===== config.mk =====
export PLATFORM = sky130hd
export DESIGN_NAME = arbiter_wb
export DESIGN_NICKNAME = d
export VERILOG_FILES = /design/src/rtl/arbiter_wb.sv
export SDC_FILE = /design/constraint.sdc
export NUM_CORES = 1
export LEC_CHECK = 0
export CELL_PAD_IN_SITES_DETAIL_PLACEMENT = 0
export CELL_PAD_IN_SITES_GLOBAL_PLACEMENT = 2
export CORE_UTILIZATION = 10
export CTS_CLUSTER_DIAMETER = 120
export DETAILED_ROUTE_END_ITERATION = 7
export PLACE_DENSITY_LB_ADDON = 0.3
export SLEW_MARGIN = 20
export SYNTH_ARGS = -nofsm -noshare
export SYNTH_HDL_FRONTEND = slang
export SYNTH_SLANG_ARGS = --single-unit

===== constraint.sdc =====
create_clock -name wb_clk_i -period 2.7 [get_ports wb_clk_i]
set_clock_uncertainty 0.2 [all_clocks]
set_input_delay 0.54 -clock wb_clk_i [delete_from_list [all_inputs] [get_ports wb_clk_i]]
set_output_delay 0.54 -clock wb_clk_i [all_outputs]
set_load 0.05 [all_outputs]

===== src/rtl/arbiter_wb.sv =====
// arbiter_wb: two-master Wishbone arbiter with registered round-robin grants.
// Master 0 is the management CPU data bus, master 1 the debug/housekeeping master.
// Optional bus-cycle watchdog, enabled by defining ARBITER_WB_TIMEOUT_EN. When the
// watchdog fires it acks the stalled master with DEAD_BEEF and records the address.
module arbiter_wb #(
  parameter int DW        = 32,
  parameter int AW        = 32,
  parameter int TO_W      = 8,
  parameter int TO_CYCLES = 255
) (
  input  logic            wb_clk_i,
  input  logic            wb_rstn_i,
  input  logic [AW-1:0]   m0_adr_i,
  input  logic [DW-1:0]   m0_dat_i,
  input  logic [DW/8-1:0] m0_sel_i,
  input  logic            m0_we_i,
  input  logic            m0_cyc_i,
  input  logic            m0_stb_i,
  output logic [DW-1:0]   m0_dat_o,
  output logic            m0_ack_o,
  input  logic [AW-1:0]   m1_adr_i,
  input  logic [DW-1:0]   m1_dat_i,
  input  logic [DW/8-1:0] m1_sel_i,
  input  logic            m1_we_i,
  input  logic            m1_cyc_i,
  input  logic            m1_stb_i,
  output logic [DW-1:0]   m1_dat_o,
  output logic            m1_ack_o,
  output logic [AW-1:0]   wbm_adr_o,
  output logic [DW-1:0]   wbm_dat_o,
  output logic [DW/8-1:0] wbm_sel_o,
  output logic            wbm_we_o,
  output logic            wbm_cyc_o,
  output logic            wbm_stb_o,
  input  logic [DW-1:0]   wbm_dat_i,
  input  logic            wbm_ack_i,
  output logic            to_flag_o,
  output logic [AW-1:0]   to_adr_o,
  input  logic            to_clr_i
);

  typedef enum logic [1:0] {IDLE, GNT0, GNT1} state_e;

  localparam logic [DW-1:0] DEAD_DAT = DW'(32'hDEAD_BEEF);

  state_e state_q, state_d;
  logic   last_q, last_d;
  logic   fire;

  // Next grant: round-robin on ties, hold grant until the owner drops cyc
  always_comb begin
    state_d = state_q;
    last_d  = last_q;
    case (state_q)
      IDLE: begin
        if (m0_cyc_i && m1_cyc_i) begin
          if (last_q) begin
            state_d = GNT0;
            last_d  = 1'b0;
          end else begin
            state_d = GNT1;
            last_d  = 1'b1;
          end
        end else if (m0_cyc_i) begin
          state_d = GNT0;
          last_d  = 1'b0;
        end else if (m1_cyc_i) begin
          state_d = GNT1;
          last_d  = 1'b1;
        end
      end
      GNT0:    if (!m0_cyc_i) state_d = IDLE;
      GNT1:    if (!m1_cyc_i) state_d = IDLE;
      default: state_d = IDLE;
    endcase
  end

  // Grant state and round-robin history
  always_ff @(posedge wb_clk_i) begin
    if (!wb_rstn_i) begin
      state_q <= IDLE;
      last_q  <= 1'b1;
    end else begin
      state_q <= state_d;
      last_q  <= last_d;
    end
  end

  // Downstream mux: granted master's signals, all zero while idle
  always_comb begin
    wbm_adr_o = '0;
    wbm_dat_o = '0;
    wbm_sel_o = '0;
    wbm_we_o  = 1'b0;
    wbm_cyc_o = 1'b0;
    wbm_stb_o = 1'b0;
    case (state_q)
      GNT0: begin
        wbm_adr_o = m0_adr_i;
        wbm_dat_o = m0_dat_i;
        wbm_sel_o = m0_sel_i;
        wbm_we_o  = m0_we_i;
        wbm_cyc_o = m0_cyc_i;
        wbm_stb_o = m0_stb_i;
      end
      GNT1: begin
        wbm_adr_o = m1_adr_i;
        wbm_dat_o = m1_dat_i;
        wbm_sel_o = m1_sel_i;
        wbm_we_o  = m1_we_i;
        wbm_cyc_o = m1_cyc_i;
        wbm_stb_o = m1_stb_i;
      end
      default: ;
    endcase
  end

  // Upstream return path: ack/data pass straight through to the granted master only
  always_comb begin
    m0_ack_o = (state_q == GNT0) && m0_stb_i && (wbm_ack_i || fire);
    m1_ack_o = (state_q == GNT1) && m1_stb_i && (wbm_ack_i || fire);
    m0_dat_o = '0;
    m1_dat_o = '0;
    if (state_q == GNT0) m0_dat_o = fire ? DEAD_DAT : wbm_dat_i;
    if (state_q == GNT1) m1_dat_o = fire ? DEAD_DAT : wbm_dat_i;
  end

`ifdef ARBITER_WB_TIMEOUT_EN
  logic [TO_W-1:0] cnt_q, cnt_d;
  logic            flag_q, flag_d;
  logic [AW-1:0]   adr_q, adr_d;
  logic            stalled;

  // Watchdog: count stalled strobe cycles, fire once the count hits the limit
  always_comb begin
    stalled = wbm_stb_o && !wbm_ack_i;
    fire    = stalled && (cnt_q == TO_W'(TO_CYCLES));
    cnt_d   = cnt_q + 1'b1;
    if (fire || !stalled || (state_d != state_q)) cnt_d = '0;
    flag_d  = flag_q;
    if (to_clr_i) flag_d = 1'b0;
    if (fire)     flag_d = 1'b1;
    adr_d   = fire ? wbm_adr_o : adr_q;
  end

  // Watchdog counter, sticky flag and captured address
  always_ff @(posedge wb_clk_i) begin
    if (!wb_rstn_i) begin
      cnt_q  <= '0;
      flag_q <= 1'b0;
      adr_q  <= '0;
    end else begin
      cnt_q  <= cnt_d;
      flag_q <= flag_d;
      adr_q  <= adr_d;
    end
  end

  assign to_flag_o = flag_q;
  assign to_adr_o  = adr_q;
`else
  logic unused_to_clr;
  assign unused_to_clr = to_clr_i;
  assign fire          = 1'b0;
  assign to_flag_o     = 1'b0;
  assign to_adr_o      = '0;
`endif

endmodule


==> flow_metrics.py <==
metrics = {
    "power_and_ir_drop": {
        "seqPwrFrac_pct": 2.6,
        "p_sw_uw": 999,
        "irDropWorstVdd_mv": 0.168,
        "switching_share_pct": 47.0,
        "p_leak_uw": 0.00246,
        "power.internal_uw": 1130,
        "clock_power_share_pct": 11.2,
        "p_per_area_nw_per_um2": 316,
        "combPwrFrac_pct": 86.1,
    },
    "clock_tree": {
        "clkSlewWorstSetupHoldPaths_ns": 0.03,
        "postCtsResizedCells": 0,
        "cts_setup_buffers": 0,
        "ctsRootBufferMaster": "clkbuf_16",
        "cts_buffers": 3,
        "clk_path_buf_depth": 2,
        "h-tree-depth": 1,
        "cts_tree": "yes",
        "cts_hold_buf": 0,
        "clk_latency_ns": 0.22,
        "clock_sinks": 3,
    },
    "cells_and_area": {
        "diodes": 0,
        "area_delta_synth_final_pct": 245,
        "fin_cells": 846,
        "final_nets": 768,
        "layout-drive-gt1-share_pct": 25.4,
    },
    "sta": {
        "finalSetupViolations": 0,
        "min_period_ns": 2.57,
        "fmax_ghz": 0.390,
        "rsz0062_at_grt": "false",
        "finalHoldViolCount": 0,
        "setup_tns_ns": 0,
        "fin_crit_sh_pct": 95.0,
        "slew_violations": 0,
    },
    "detailed_routing": {
        "drtIter0Drc": 113,
        "wirelength_um": 12400,
        "routedWlPerCell_um": 14.7,
        "firstDrtPassIters": 4,
        "ant_nets": 0,
        "drc": 0,
        "vias": 3120,
        "vias_per_cell": 3.69,
    },
    "synthesis": {
        "async_flop_share_pct": 0,
        "ys_seq_area_share_pct": 3.07,
        "synth_edf_count": 0,
        "yosysTopAreaCellShare_pct": 26.9,
        "synthTopCellsByArea": "a22oi_1 (27%), nor2b_1 (23%), and2_1 (21%)",
        "ys_warn_count": 0,
        "ys_seq_elements": 3,
        "synth_area_leader_cell": "a22oi_1",
        "netlist_area_um2": 1950,
        "syn_area_per_cell_um2": 6.62,
        "synth.distinct_cells": 20,
        "synth_ff_type": "dfxtp_1",
        "synth.most_common_cell": "nor2b_1",
        "synthTopCellsByCount": "nor2b_1 (71), a22oi_1 (70), and2_1 (65)",
        "synth_cells": 295,
    },
    "die": {
        "start_util_pct": 10.3,
        "num_io_pins": 348,
        "core_um2": 19000,
        "num_rows": 50,
        "dieArea_um2": 20100,
        "die_x_um": 142,
        "fp.dieH_um": 142,
    },
    "setup_path": {
        "timing.critical_path.mode_cell": "buf_12",
        "crit_chain": "inv_1, ha_2, buf_12, nor2b_1, buf_12",
        "slowest_stage": "dfxtp_1",
        "critPathKind": "reg -> out",
        "endpoint_kind": "output pin",
        "slowest_delay_ns": 0.39,
        "start_kind": "flop",
        "crit_required_ns": 1.96,
        "crit_fanout": 71,
        "worstPathArrival_ns": 1.83,
    },
    "global_route": {
        "gr-usage-met1_pct": 12.5,
        "gr-total-overflow": 0,
        "grt_usage_pct": 11.3,
        "antenna_found_initial": 0,
        "met3_usage_pct": 2.19,
        "grt_busiest_layer": "met2",
        "grt_pass1_wl_um": 18000,
        "grt_util_met2_pct": 22.8,
        "grt_max_degree": 72,
        "grt_pass1_vias": 3117,
    },
    "hold_path": {
        "hold_path_class": "reg -> reg",
    },
    "job": {
        "max_cap_viol_count": 0,
    },
    "placement": {
        "place.gp.congestion": 0.748,
        "portBuffers": 313,
        "hpwl_um": 10100,
        "place_inst": 842,
    },
    "run_status": {
        "status": "complete, no violations",
    },
}
[cell usage in the layout (no fill, tap or decap)]
cell type        synthesis  routed
o21ai_0                  2       2
ha_2                     0       1
buf_4                   33       1
nor2b_1                 71      71
o22ai_1                  2       2
ha_4                     0       2
nand2_1                  2       2
and3_1                   3       3
clkdlybuf4s50_1          0     176
or3b_1                   1       1
clkbuf_16                0       3
and2_1                  65      65
a22o_1                   1       1
dfxtp_1                  3       3
clkbuf_1                20       1
a21oi_1                  2       2
conb_1                   1      33
a22oi_1                 70      70
buf_12                   0     142
nor2_1                   1       1
nand3b_1                 1       1
inv_1                    3       3
[flip-flops by register name, summed over array words and instances, names as in the netlist]
| name | count |
|---|---|
| state_q | 2 |
| last_q | 1 |
[layout make-up]
cell class | count | area, um^2
well taps | 260 | 325
flip-flops and latches | 3 | 60.1
multi-input cells | 257 | 1650
inverters | 3 | 11.3
repair buffers | 319 | 4610
clock buffers | 4 | 78.8
fillers | 1912 | 12200
[metrics by stage]
step	worst slack [ns]	area [um^2]	util (%)	total power (uW)	hold slack (ns)
floorplan	0.139	2070	-	981	0.263
CTS	0.115	6740	35.6	2150	0.330
global route	0.0328	6740	35.6	2220	0.350
finish	0.134	6740	35.6	2130	0.331
detailed placement	0.314	6660	35.1	1900	0.322
global placement	0.329	6660	35.1	1900	0.328
[critical path, delay by kind of cell (launching register included)]
kind	cells	cell delay (ns)
adders and majority gates	1	0.36
buffers and inverters	3	0.54
DFF	1	0.39
and+or+nand+nor	1	0.28
[path summary, 6_finish.rpt]
path,cells past startpoint,slack (ns),end,start
worst min register to register,2,0.33,state_q[0],state_q[0]
worst min-delay path,2,0.33,state_q[0],state_q[0]
worst max-delay path,5,0.13,wbm_dat_o[4],state_q[1]
worst max register to register,5,0.94,state_q[1],state_q[0]
[kinds of logic after synthesis]
group / synth area share, %
other: 0.192
AOI/OAI and AO/OA: 29.0
adders and majority gates: 1.92
DFF: 3.07
buffers and inverters: 19.9
and+or+nand+nor: 45.9
[routing by layer]
layer | share of wire (%) | wire [um]
met5 | 0 | 0
met4 | 0.35 | 43
met3 | 7.4 | 916
met2 | 56 | 7010
met1 | 36 | 4470
[power by group through the flow]
stage          clock [uW]  combinational (uW)  sequential, uW
2_1_floorplan           0                 927            53.7
3_3_place_gp            0                1840            56.2
3_5_place_dp            0                1850            56.5
4_1_cts               240                1850            56.2
5_1_grt               246                1920            57.1
6_report              239                1830            56.3
No activity file was read; power rests on OpenSTA's default activity.
